## src/rtl/biometrics_sequencer.sv

```systemverilog
// Enroll/verify mode controller for the voice-biometrics pipeline (FFT -> features -> BLE/classifier).
// Optional frame watchdog: define BIOMETRICS_SEQ_TIMEOUT_EN. VERIFY_FRAMES must not exceed ENROLL_FRAMES.
//
// state  | meaning
// IDLE   | waiting for an enroll or verify request
// ARM_E  | enroll requested, discarding the partial frame in flight
// ENROLL | streaming frames to BLE, write_enable high
// ARM_V  | verify requested, discarding the partial frame in flight
// VERIFY | classifying frames, predict_enable high
// DRAIN  | all frames sent, collecting outstanding verdicts
// REPORT | one-cycle session result
module biometrics_sequencer #(
  parameter int ENROLL_FRAMES  = 64,
  parameter int VERIFY_FRAMES  = 16,
  parameter int VOTE_THRESHOLD = 10,
  parameter int TIMEOUT_CYCLES = 100000000
) (
  input  logic                               clk_in,
  input  logic                               rst_n_in,
  input  logic                               enroll_req_in,
  input  logic                               verify_req_in,
  input  logic                               abort_in,
  input  logic                               fft_valid_in,
  input  logic                               fft_ready_in,
  input  logic                               fft_last_in,
  input  logic                               verdict_valid_in,
  input  logic                               verdict_in,
  output logic                               write_enable_out,
  output logic                               predict_enable_out,
  output logic                               busy_out,
  output logic                               result_valid_out,
  output logic                               result_match_out,
  output logic                               timeout_out,
  output logic [$clog2(ENROLL_FRAMES+1)-1:0] frame_count_out
);

  localparam int FCW = $clog2(ENROLL_FRAMES + 1);
  localparam int VCW = $clog2(VERIFY_FRAMES + 1);

  localparam logic [FCW-1:0] ENROLL_LAST  = FCW'(ENROLL_FRAMES);
  localparam logic [FCW-1:0] VERIFY_LAST  = FCW'(VERIFY_FRAMES);
  localparam logic [VCW-1:0] VERDICT_FULL = VCW'(VERIFY_FRAMES);
  localparam logic [VCW-1:0] VOTE_MIN     = VCW'(VOTE_THRESHOLD);

  localparam logic [2:0] IDLE   = 3'd0;
  localparam logic [2:0] ARM_E  = 3'd1;
  localparam logic [2:0] ENROLL = 3'd2;
  localparam logic [2:0] ARM_V  = 3'd3;
  localparam logic [2:0] VERIFY = 3'd4;
  localparam logic [2:0] DRAIN  = 3'd5;
  localparam logic [2:0] REPORT = 3'd6;

  logic [2:0]     state, state_nxt;
  logic [FCW-1:0] frame_cnt, frame_cnt_nxt;
  logic [VCW-1:0] verdict_cnt, verdict_cnt_nxt;
  logic [VCW-1:0] votes, votes_nxt;
  logic           fb;
  logic           verdict_win;
  logic           timeout_hit;
  logic           match_nxt;
  logic           timeout_nxt;
  logic           session_start;

  assign fb          = fft_valid_in & fft_ready_in & fft_last_in;
  assign verdict_win = (state == VERIFY) || (state == DRAIN);

`ifdef BIOMETRICS_SEQ_TIMEOUT_EN
  localparam int WDW = $clog2(TIMEOUT_CYCLES + 1);
  localparam logic [WDW-1:0] WD_LOAD = WDW'(TIMEOUT_CYCLES - 1);

  logic [WDW-1:0] wdog;
  logic           wd_run;
  logic           wd_clear;

  assign wd_run      = state inside {ARM_E, ENROLL, ARM_V, VERIFY, DRAIN};
  assign wd_clear    = fb || ((state == DRAIN) && verdict_valid_in);
  assign timeout_hit = wd_run && !wd_clear && (wdog == '0);

  // Down-counter reloaded on every stream event; terminal count is zero.
  always_ff @(posedge clk_in or negedge rst_n_in) begin
    if (!rst_n_in) begin
      wdog <= '0;
    end else if (!wd_run || wd_clear) begin
      wdog <= WD_LOAD;
    end else if (wdog != '0) begin
      wdog <= wdog - 1'b1;
    end
  end
`else
  // Watchdog compiled out; the limit only matters in the timeout build.
  assign timeout_hit = (TIMEOUT_CYCLES < 0);
`endif

  always_comb begin
    frame_cnt_nxt   = frame_cnt;
    verdict_cnt_nxt = verdict_cnt;
    votes_nxt       = votes;
    if (fb && ((state == ENROLL) || (state == VERIFY))) begin
      frame_cnt_nxt = frame_cnt + 1'b1;
    end
    if (verdict_win && verdict_valid_in) begin
      if (verdict_cnt != VERDICT_FULL) begin
        verdict_cnt_nxt = verdict_cnt + 1'b1;
      end
      if (verdict_in && (votes != VERDICT_FULL)) begin
        votes_nxt = votes + 1'b1;
      end
    end
  end

  always_comb begin
    state_nxt   = state;
    match_nxt   = 1'b0;
    timeout_nxt = 1'b0;
    if ((state != IDLE) && abort_in) begin
      state_nxt = IDLE;
    end else begin
      case (state)
        IDLE: begin
          if (enroll_req_in) begin
            state_nxt = ARM_E;
          end else if (verify_req_in) begin
            state_nxt = ARM_V;
          end
        end
        ARM_E:  if (fb) state_nxt = ENROLL;
        ARM_V:  if (fb) state_nxt = VERIFY;
        ENROLL: if (fb && (frame_cnt_nxt == ENROLL_LAST)) state_nxt = REPORT;
        VERIFY: if (fb && (frame_cnt_nxt == VERIFY_LAST)) state_nxt = DRAIN;
        DRAIN: begin
          if (verdict_cnt_nxt == VERDICT_FULL) begin
            state_nxt = REPORT;
            match_nxt = (votes_nxt >= VOTE_MIN);
          end
        end
        REPORT:  state_nxt = IDLE;
        default: state_nxt = IDLE;
      endcase
      if (timeout_hit) begin
        state_nxt   = REPORT;
        match_nxt   = 1'b0;
        timeout_nxt = 1'b1;
      end
    end
  end

  assign session_start = (state == IDLE) && (state_nxt != IDLE);

  always_ff @(posedge clk_in or negedge rst_n_in) begin
    if (!rst_n_in) begin
      state              <= IDLE;
      frame_cnt          <= '0;
      verdict_cnt        <= '0;
      votes              <= '0;
      write_enable_out   <= 1'b0;
      predict_enable_out <= 1'b0;
      busy_out           <= 1'b0;
      result_valid_out   <= 1'b0;
      result_match_out   <= 1'b0;
      timeout_out        <= 1'b0;
    end else begin
      state <= state_nxt;
      if (session_start) begin
        frame_cnt   <= '0;
        verdict_cnt <= '0;
        votes       <= '0;
      end else begin
        frame_cnt   <= frame_cnt_nxt;
        verdict_cnt <= verdict_cnt_nxt;
        votes       <= votes_nxt;
      end
      write_enable_out   <= (state_nxt == ENROLL);
      predict_enable_out <= (state_nxt == VERIFY);
      busy_out           <= (state_nxt != IDLE);
      result_valid_out   <= (state_nxt == REPORT);
      result_match_out   <= match_nxt;
      timeout_out        <= timeout_nxt;
    end
  end

  assign frame_count_out = frame_cnt;

endmodule

```

## config.mk

```make
export PLATFORM = sky130hd
export DESIGN_NAME = biometrics_sequencer
export DESIGN_NICKNAME = d
export VERILOG_FILES = /design/src/rtl/biometrics_sequencer.sv
export SDC_FILE = /design/constraint.sdc
export NUM_CORES = 1
export LEC_CHECK = 0
export ABC_AREA = 1
export ABC_CLOCK_PERIOD_IN_PS = 1700
export BUFFER_PORTS_ARGS = -buffer_cell sky130_fd_sc_hd__buf_2
export CAP_MARGIN = 20
export CORE_MARGIN = 1
export CORE_UTILIZATION = 30
export CTS_CLUSTER_SIZE = 24
export DETAILED_ROUTE_END_ITERATION = 10
export GPL_ROUTABILITY_DRIVEN = 0
export GPL_TIMING_DRIVEN = 0
export PLACE_DENSITY = 0.52
export SLEW_MARGIN = 20
export SYNTH_ARGS = -nofsm -noshare
export SYNTH_HDL_FRONTEND = slang
export SYNTH_SLANG_ARGS = --single-unit
```

## constraint.sdc

```tcl
create_clock -name clk_in -period 1.7 [get_ports clk_in]
set_input_delay 0.425 -clock clk_in [delete_from_list [all_inputs] [get_ports clk_in]]
set_output_delay 0.425 -clock clk_in [all_outputs]
set_load 0.05 [all_outputs]
```

==> flow_summary.ini, run 1 <==
[timing]
rsz0062_at_grt = yes
finalSetupViolCount = 5
finalCriticalPeriod_ns = 1.78
worst_slew_pin_slew_ns = 0.576
final.setup.worst_slack_ns = -0.0792
finClkSkew_ns = 0.00217
timing.fmax_mhz = 562
hold-worst-slack_ns = 0.130
report.final.slew_viol_count = 0
setup_total_negative_slack_ns = -0.318
layout_worst_path_cycle_share_pct = 105
max-slew-margin-rel_pct = 61.6
final_hold_viol_count = 0

[floorplanning]
initial_core_util_pct = 31.9
floorplan.rows = 25
design.core.area_mm2 = 0.00482
dieHeight_um = 73.6
die_area_mm2 = 0.00542
design.portCount = 23
die_w_um = 73.6

[final_layout]
final_core_utilization_pct = 43.2
area_growth_pct = 35.1
layout.filler_cells = 528
finish.net_count = 272
diodes = 0
layout-drive-gt1-share_pct = 39.1

[synthesis]
seq_area_frac_synth_pct = 40.7
netlist_area_mm2 = 0.00154
synthesis.nets = 225
post_synth_inst_count = 210
synth_cell_type_count = 29
synth.largest_area_cell = dfrtp_1
area_share_of_the_leading_cell_type_in_the_synthesized_netlist_pct = 40.7
yosysWarnings = 0
synth.ff_latch_count = 25
synth.area.top_cells = dfrtp_1 41%, nand2_1 13%, inv_1 6.6%
synth_area_per_cell_um2 = 7.33

[detailed_routing]
vias = 1429
drt_first_pass_iters = 4
wirelength_um = 3500
route.antenna.remaining_nets = 0
drt-vias-per-instance = 4.42
route.detailed.drc = 0
wl_per_cell_um = 10.8
first_iter_violations = 36

[grt]
grt_pass1_vias = 1329
grt.busiest_layer = met2
grt.met3_usage_pct = 1.51
grt_util_met2_pct = 22.9
antenna_found_initial = 0
grt_start_max_net_pins = 26
grt_usage_pct = 14.0
first_pass_grt_wire_length_um = 5780
grt_remaining_overflow = 0
routing_usage_on_met1_pct = 18.3

[power_and_ir_drop]
cellPowerDensity_mw_per_mm2 = 1010
power_leakage_nw = 1.07
ir_worst_vdd_mv = 0.644

[setup_path]
worst-path-max-fanout = 6
data_required_time_at_the_worst_endpoint_ns = 1.92
critPathCaptureType = register
data_arrival_critical_path_ns = 2.00
crit_slowest_cell = dfrtp_2
critPathLaunchType = register
crit_chain = nor2_4 -> nand2_2 -> nand2_4 -> buf_4 -> nand3b_1 -> nand2_1 -> nand2_1 -> nor2_2 -> nand3_1 -> nand2_1 -> nand2_2 -> nand2_2 -> nand2_2 -> nor2_2
critical-path-top-delay-family = simple AND/OR/NAND/NOR gates
timing.critical_path.buf_inv = 1
crit_path_max_incr_delay_ns = 0.47
cp_common_cell = nand2_2
critPathKind = register to register

[clock_tree]
cts_tree = yes
cts_buffer_depth = 2
clk_pin_slew_worst_paths_ns = 0.10
cts.sinks = 25
clock_insertion_delay_worst_skew_ns = 0.28
cts_root_buf = clkbuf_8
cts-buffers-inserted = 3
h-tree-depth = 1

[place]
placement.setup.worst_slack_ns = -0.392
port_buffers = 21
post-dp-hpwl_um = 2440

[flow_run]
drv_cap = 0

[outcome]
failed_checks = negative setup slack
status = complete, but fails checks

[hold_path]
worstHoldPathType = input pin to asynchronous set/reset pin
per-layer routing:
layer  vias to the layer above  part of all wire (%)  wire [um]
li1                        748                     -          -
met5                         -                     0          0
met3                         8                   2.6         92
met4                         0                   2.5         87
met1                       647                    47       1630
met2                        26                    48       1690
where the power goes:
part	total (W)	internal, W	switching (W)	leakage (nW)
registers	0.000725	0.000663	0.0000612	0.330
clock network	0.000390	0.000172	0.000217	0.0261
logic	0.000988	0.000348	0.000640	0.711
metrics by stage:
step	std cells	instance area, um^2	total power [W]
after detailed placement	298	1740	0.00144
after global routing	323	2080	0.00225
after global placement	298	1740	0.00144
after CTS	317	1980	0.00200
final	323	2080	0.00210
after floorplan	210	1550	0.00126
cells by family after synthesis:
| family | count (synthesis) | synth area share [%] |
|---|---|---|
| AOI/OAI and AO/OA | 19 | 7.48 |
| adders and majority gates | 5 | 4.07 |
| other | 1 | 0.244 |
| buffers and inverters | 35 | 8.78 |
| xor gates and xnor gates | 6 | 3.41 |
| and+or+nand+nor | 119 | 35.4 |
| DFF | 25 | 40.7 |
worst reg2reg max path, stage by stage, from the launching register on:
cell	delay, ns
dfrtp_2	0.47
nor2_4	0.14
nand2_2	0.09
nand2_4	0.12
buf_4	0.13
nand3b_1	0.07
nand2_1	0.09
nand2_1	0.07
nor2_2	0.10
nand3_1	0.08
nand2_1	0.07
nand2_2	0.06
nand2_2	0.07
nand2_2	0.06
nor2_2	0.09
repair_timing:
| action | in CTS | in global routing |
|---|---|---|
| endpoints found under the setup margin | 17 | 19 |
| pin swaps | 11 | 14 |
| hold buffers | 0 | 0 |
| gates resized for setup | 22 | 21 |
| setup buffers | 15 | 6 |
| gates cloned | 0 | 0 |
cells in the final DEF (no fill, tap or decap), types with 2 or more instances in the layout:
cell       n
nor2_4     3
buf_4     22
nand3_2    3
nand3b_1   2
inv_1     24
dfrtp_1   17
nor2_1    26
dfrtp_2    8
ha_2       2
clkbuf_8   3
a21oi_4    2
nand2_4    4
xnor2_1    2
a21oi_1    5
inv_6      2
o21ai_0    4
nand4_1    4
buf_2     21
nor2_2     2
inv_2      6
nand2_2   12
nor3_1     4
nand3_4    2
a21oi_2    2
ha_1       2
nand2_1   43
xor2_1     4
nand3_1   12
o21ai_1    3
cell type report:
cell class / count / area [um^2] / area share, %
Inverter: 33 / 135 / 6.50
Sequential cell: 25 / 636 / 30.6
Multi-Input combinational cell: 150 / 897 / 43.1
Buffer: 2 / 15.0 / 0.722
Clock buffer: 3 / 41.3 / 1.99
Timing Repair Buffer: 42 / 263 / 12.6
Clock inverter: 1 / 8.76 / 0.421
Tap cell: 67 / 83.8 / 4.03
cell usage after synthesis (all sizes together):
cell type,number
a211oi,1
a21oi,9
buf,1
clkbuf,1
clkinv,2
conb,1
dfrtp,25
ha,5
inv,31
nand2,59
nand3,17
nand3b,2
nand4,4
nor2,31
nor2b,1
nor3,5
o21ai,8
o21bai,1
xnor2,2
xor2,4
path summary, 6_finish.rpt:
| path | startpoint | endpoint | slack [ns] | cells past startpoint |
|---|---|---|---|---|
| min in group clk_in | abort_in | state[0] | 0.57 | 4 |
| worst max-delay path | state[1] | predict_enable_out | -0.08 | 14 |
| worst max register to register | state[1] | predict_enable_out | -0.08 | 14 |
| max in group asynchronous | rst_n_in | frame_count_out[2] | 1.16 | 1 |
| worst min-delay path | rst_n_in | busy_out | 0.13 | 1 |
| worst min register to register | votes[3] | votes[3] | 0.60 | 3 |
state kept, by name, indices dropped and copies added, names as in the netlist:
register / flops
busy_out: 1
frame_count_out: 7
predict_enable_out: 1
result_match_out: 1
result_valid_out: 1
state: 3
verdict_cnt: 5
votes: 5
write_enable_out: 1
Note: power is estimated with default switching activity, not from simulation.
==> inputs of run 2 (changes only) <==
--- a/config.mk
+++ b/config.mk
@@ -15,7 +15,6 @@
 export DETAILED_ROUTE_END_ITERATION = 10
 export GPL_ROUTABILITY_DRIVEN = 0
 export GPL_TIMING_DRIVEN = 0
-export PLACE_DENSITY = 0.52
 export SLEW_MARGIN = 20
 export SYNTH_ARGS = -nofsm -noshare
 export SYNTH_HDL_FRONTEND = slang
==> flow_summary.ini, run 2 (synthesized netlist as in run 1, its figures left out) <==
[detailed_routing]
met2RoutedLength_um = 1760
drt_first_pass_iters = 4
route.antenna.remaining_nets = 0
wirelength_um = 3570
route.detailed.drc = 0
drt-vias-per-instance = 4.50
vias = 1449
first_iter_violations = 62
wl_per_cell_um = 11.1
wl_met1_um = 1670
top_layer_used = met4
dr_wl_met3_um = 134

[grt]
first_pass_grt_wire_length_um = 5820
grt_remaining_overflow = 0
antenna_found_initial = 0
grt_start_max_net_pins = 26
grt_usage_pct = 14.0
grt_pass1_vias = 1330

[setup_path]
r2r_end = write_enable_out
critPathLaunchType = register
setup.reg_to_reg.worst_slack_ns = -0.11
cp_common_cell = nand2_2
crit_path_end = write_enable_out
critPathCaptureType = register
worstRegToRegCells = 12
worst-path-max-fanout = 4
startpoint = verdict_cnt[0]
crit_path_max_incr_delay_ns = 0.46
data_arrival_critical_path_ns = 2.01
regToRegStartpoint = verdict_cnt[0]
data_required_time_at_the_worst_endpoint_ns = 1.91
crit_slowest_cell = dfrtp_2
timing.critical_path.buf_inv = 1
worstSetupPathDepth = 12
crit_chain = ha_4 -> buf_6 -> xor2_1 -> nand3_1 -> o21ai_2 -> nor2_2 -> nand2_1 -> a21oi_2 -> nand2_2 -> nand2_2 -> nand2_2 -> nor2_1
critPathKind = register to register
critical-path-top-delay-family = simple AND/OR/NAND/NOR gates

[final_layout]
final_cell_area_mm2 = 0.00207
diodes = 0
largest_reg_flops = 7
final_core_utilization_pct = 43.0
area_growth_pct = 34.6
finish.net_count = 271
mostFrequentLayoutCells = 44 x nand2_1, 25 x nor2_1, 22 x inv_1, 21 x buf_4, 21 x buf_2
most_common_cell_after_layout_fill_and_taps_aside = nand2_1
layout-drive-gt1-share_pct = 40.8

[timing]
rsz0062_at_grt = yes
finalCriticalPeriod_ns = 1.81
report.final.slew_viol_count = 0
layout_worst_path_cycle_share_pct = 106
finClkSkew_ns = 0.000830
final_hold_viol_count = 0
timing.fmax_mhz = 554
setup_total_negative_slack_ns = -0.497
worst_slew_pin_slew_ns = 0.577
max-slew-margin-rel_pct = 61.6
final.setup.worst_slack_ns = -0.106
finalSetupViolCount = 7

[clock_tree]
cts.sinks = 25
cts_root_buf = clkbuf_8
clk_pin_slew_worst_paths_ns = 0.09
cts_tree = yes
cts_buffer_depth = 2
cts-buffers-inserted = 3
cts_hold_buf = 0
h-tree-depth = 1
clock_insertion_delay_worst_skew_ns = 0.27

[floorplanning]
initial_core_util_pct = 31.9
design.portCount = 23
design.core.area_mm2 = 0.00482
die_area_mm2 = 0.00542
die_w_um = 73.6
dieHeight_um = 73.6
floorplan.rows = 25

[outcome]
status = complete, but fails checks
failed_checks = negative setup slack

[place]
port_buffers = 21
placement.setup.worst_slack_ns = -0.332
placement.cell_area_mm2 = 0.00174
post-dp-hpwl_um = 2370

[power_and_ir_drop]
power_leakage_nw = 1.06
cellPowerDensity_mw_per_mm2 = 1000
p_seq_share_pct = 35.3
power.net_switching_w = 0.000895
ir_worst_vdd_mv = 0.954
netSwitchingFraction_pct = 43.0
p_comb_share_pct = 47.1
clk_network_pwr_share_pct = 17.6
power.internal_w = 0.00119

[flow_run]
drv_cap = 0

[hold_path]
worstHoldPathType = input pin to asynchronous set/reset pin
[run 2: changes by cell type in the layout (fill, tap and decap cells not counted), sizes merged]
cell and change:
inv -1
[run 2: what timing repair did]
action	4_1_cts	5_1_grt
setup buffers	15	6
gates cloned	0	0
gates resized for setup	22	27
endpoints found under the setup margin	17	19
pin swaps	10	14
[run 2: metrics by stage]
step	power (W)	hold slack (ns)	cells
floorplan	0.00126	0.129	210
global placement	0.00143	0.463	298
detailed placement	0.00144	0.458	298
CTS	0.00195	0.160	317
global route	0.00222	0.194	322
finish	0.00208	0.141	322
[run 2: final cells by class]
type                    instances  area [um^2]
plain buffers                   2         15.0
inverters                      33          133
clock buffers                   4         45.0
repair buffers                 41          259
multi-input cells             150          897
flip-flops and latches         25          638
well taps                      67         83.8
fillers                       507         2750
[run 2: worst min path at each step]
stage | startpoint | end | slack [ns]
after global routing | rst_n_in | frame_count_out[3] | 0.19
after detailed placement | rst_n_in | state[2] | 0.46
final | rst_n_in | frame_count_out[3] | 0.14
after global placement | rst_n_in | frame_count_out[3] | 0.46
after CTS | rst_n_in | state[0] | 0.16
after floorplan | rst_n_in | busy_out | 0.13
[run 2: per-layer routing]
metal	track usage, %	up-vias
met5	0	-
met4	2.78	0
met3	2.74	2
met2	23.6	28
met1	18.5	676
li1	-	743
[run 2: power groups by stage]
stage | Sequential, W | Clock [W] | Combinational (W)
3_3_place_gp | 0.000725 | 0 | 0.000702
2_1_floorplan | 0.000827 | 0 | 0.000432
6_report | 0.000735 | 0.000366 | 0.000980
4_1_cts | 0.000728 | 0.000373 | 0.000851
5_1_grt | 0.000743 | 0.000398 | 0.00108
3_5_place_dp | 0.000726 | 0 | 0.000710
==> inputs of run 3 (changes only) <==
--- a/config.mk
+++ b/config.mk
@@ -11,10 +11,12 @@
 export CAP_MARGIN = 20
 export CORE_MARGIN = 1
 export CORE_UTILIZATION = 30
+export CTS_BUF_LIST = sky130_fd_sc_hd__clkbuf_16
 export CTS_CLUSTER_SIZE = 24
 export DETAILED_ROUTE_END_ITERATION = 10
 export GPL_ROUTABILITY_DRIVEN = 0
 export GPL_TIMING_DRIVEN = 0
+export SKIP_CTS_REPAIR_TIMING = 1
 export SLEW_MARGIN = 20
 export SYNTH_ARGS = -nofsm -noshare
 export SYNTH_HDL_FRONTEND = slang
==> flow_summary.ini, run 3 (synthesized netlist as in run 1, its figures left out) <==
[outcome]
status = complete, but fails checks
failed_checks = negative setup slack

[setup_path]
cp_common_cell = nand2_2
worst-path-max-fanout = 6
critPathLaunchType = register
crit_path_max_incr_delay_ns = 0.46
crit_chain = inv_2 -> nand3_4 -> inv_4 -> buf_4 -> nand3_2 -> nand3_2 -> nor2_4 -> nand2_2 -> a21oi_2 -> nand2_2 -> nand2_2 -> nand2_2 -> nor2_1
crit_slowest_cell = dfrtp_2
critPathCaptureType = register
data_arrival_critical_path_ns = 1.98
critPathKind = register to register
data_required_time_at_the_worst_endpoint_ns = 1.89

[timing]
hold-worst-slack_ns = 0.150
layout_worst_path_cycle_share_pct = 105
report.final.slew_viol_count = 0
finClkSkew_ns = 0.00334
worst_slew_pin_slew_ns = 0.560
final_hold_viol_count = 0
max-slew-margin-rel_pct = 62.6
finalCriticalPeriod_ns = 1.78
timing.fmax_mhz = 561
final.setup.worst_slack_ns = -0.0832
finalSetupViolCount = 6
rsz0062_at_grt = yes

[detailed_routing]
route.antenna.remaining_nets = 0
first_iter_violations = 81
wl_per_cell_um = 10.7
drt-vias-per-instance = 4.46
wirelength_um = 3400
route.detailed.drc = 0
drt_first_pass_iters = 4
vias = 1414

[grt]
grt_remaining_overflow = 0
grt_pass1_vias = 1204
first_pass_grt_wire_length_um = 5330
grt_start_max_net_pins = 26
antenna_found_initial = 0
grt_usage_pct = 12.9

[clock_tree]
h-tree-depth = 1
cts-buffers-inserted = 3
cts_tree = yes
cts_buffer_depth = 2
cts_root_buf = clkbuf_16
clock_insertion_delay_worst_skew_ns = 0.26
cts.sinks = 25
clk_pin_slew_worst_paths_ns = 0.06

[place]
port_buffers = 21
post-dp-hpwl_um = 2370
dp.cells = 298

[floorplanning]
design.portCount = 23
initial_core_util_pct = 31.9
dieHeight_um = 73.6
design.core.area_mm2 = 0.00482
die_w_um = 73.6
floorplan.rows = 25
die_area_mm2 = 0.00542

[final_layout]
layout.cells.non_filler = 317
layout-drive-gt1-share_pct = 40.0
final_core_utilization_pct = 42.6
mostFrequentLayoutCells = 43 x nand2_1, 26 x nor2_1, 23 x inv_1, 21 x buf_2, 16 x buf_4
finish.net_count = 266
area_growth_pct = 33.4
diodes = 0
largest_reg_flops = 7
layout.filler_cells = 496
most_common_cell_after_layout_fill_and_taps_aside = nand2_1

[flow_run]
drv_cap = 0

[power_and_ir_drop]
power_leakage_nw = 1.05
cellPowerDensity_mw_per_mm2 = 1040
ir_worst_vdd_mv = 0.680

[hold_path]
worstHoldPathType = input pin to asynchronous set/reset pin
run 3: power breakdown:
group / switching, W / internal, W / leakage (nW)
sequential: 0.0000723 / 0.000665 / 0.325
combinational: 0.000589 / 0.000288 / 0.681
clock: 0.000211 / 0.000315 / 0.0423
run 3: path summary, 6_finish.rpt:
check | start | to | slack [ns] | cells after the start
max | state[1] | result_valid_out | -0.08 | 13
min | rst_n_in | frame_count_out[2] | 0.15 | 1
max reg2reg | state[1] | result_valid_out | -0.08 | 13
min reg2reg | votes[3] | votes[3] | 0.59 | 3
max in group asynchronous | rst_n_in | verdict_cnt[2] | 1.14 | 1
min in group clk_in | abort_in | state[2] | 0.58 | 4
run 3: area by class of cell:
cell class,instances,area [um^2],area share [%]
Clock inverter,1,3.75,0.183
Tap cell,67,83.8,4.08
Inverter,33,133,6.46
Sequential cell,25,639,31.1
Timing Repair Buffer,36,218,10.6
Buffer,2,12.5,0.609
Clock buffer,3,75.1,3.66
Multi-Input combinational cell,150,888,43.3
run 3: worst max-delay path, delay by kind of cell, from the launching register on:
| kind | cells | cell delay [ns] |
|---|---|---|
| compound gates | 1 | 0.15 |
| buf+inv | 3 | 0.28 |
| flops | 1 | 0.46 |
| simple gates | 9 | 0.81 |
run 3: metal layers:
metal	track usage (%)	wire length (um)	vias to the layer above
met5	0	0	-
met4	4.49	43	0
met3	2.74	111	4
met2	20.0	1580	21
met1	17.9	1670	658
li1	-	-	731
run 3: stage by stage:
stage / cell area [um^2] / total power (W) / setup TNS [ns] / setup WS (ns)
2_1_floorplan: 1550 / 0.00126 / 0 / 0.0166
3_3_place_gp: 1740 / 0.00143 / -2.17 / -0.346
3_5_place_dp: 1740 / 0.00144 / -2.35 / -0.332
4_1_cts: 1820 / 0.00196 / -1.23 / -0.139
5_1_grt: 2050 / 0.00227 / -1.59 / -0.227
6_report: 2050 / 0.00214 / -0.329 / -0.0832
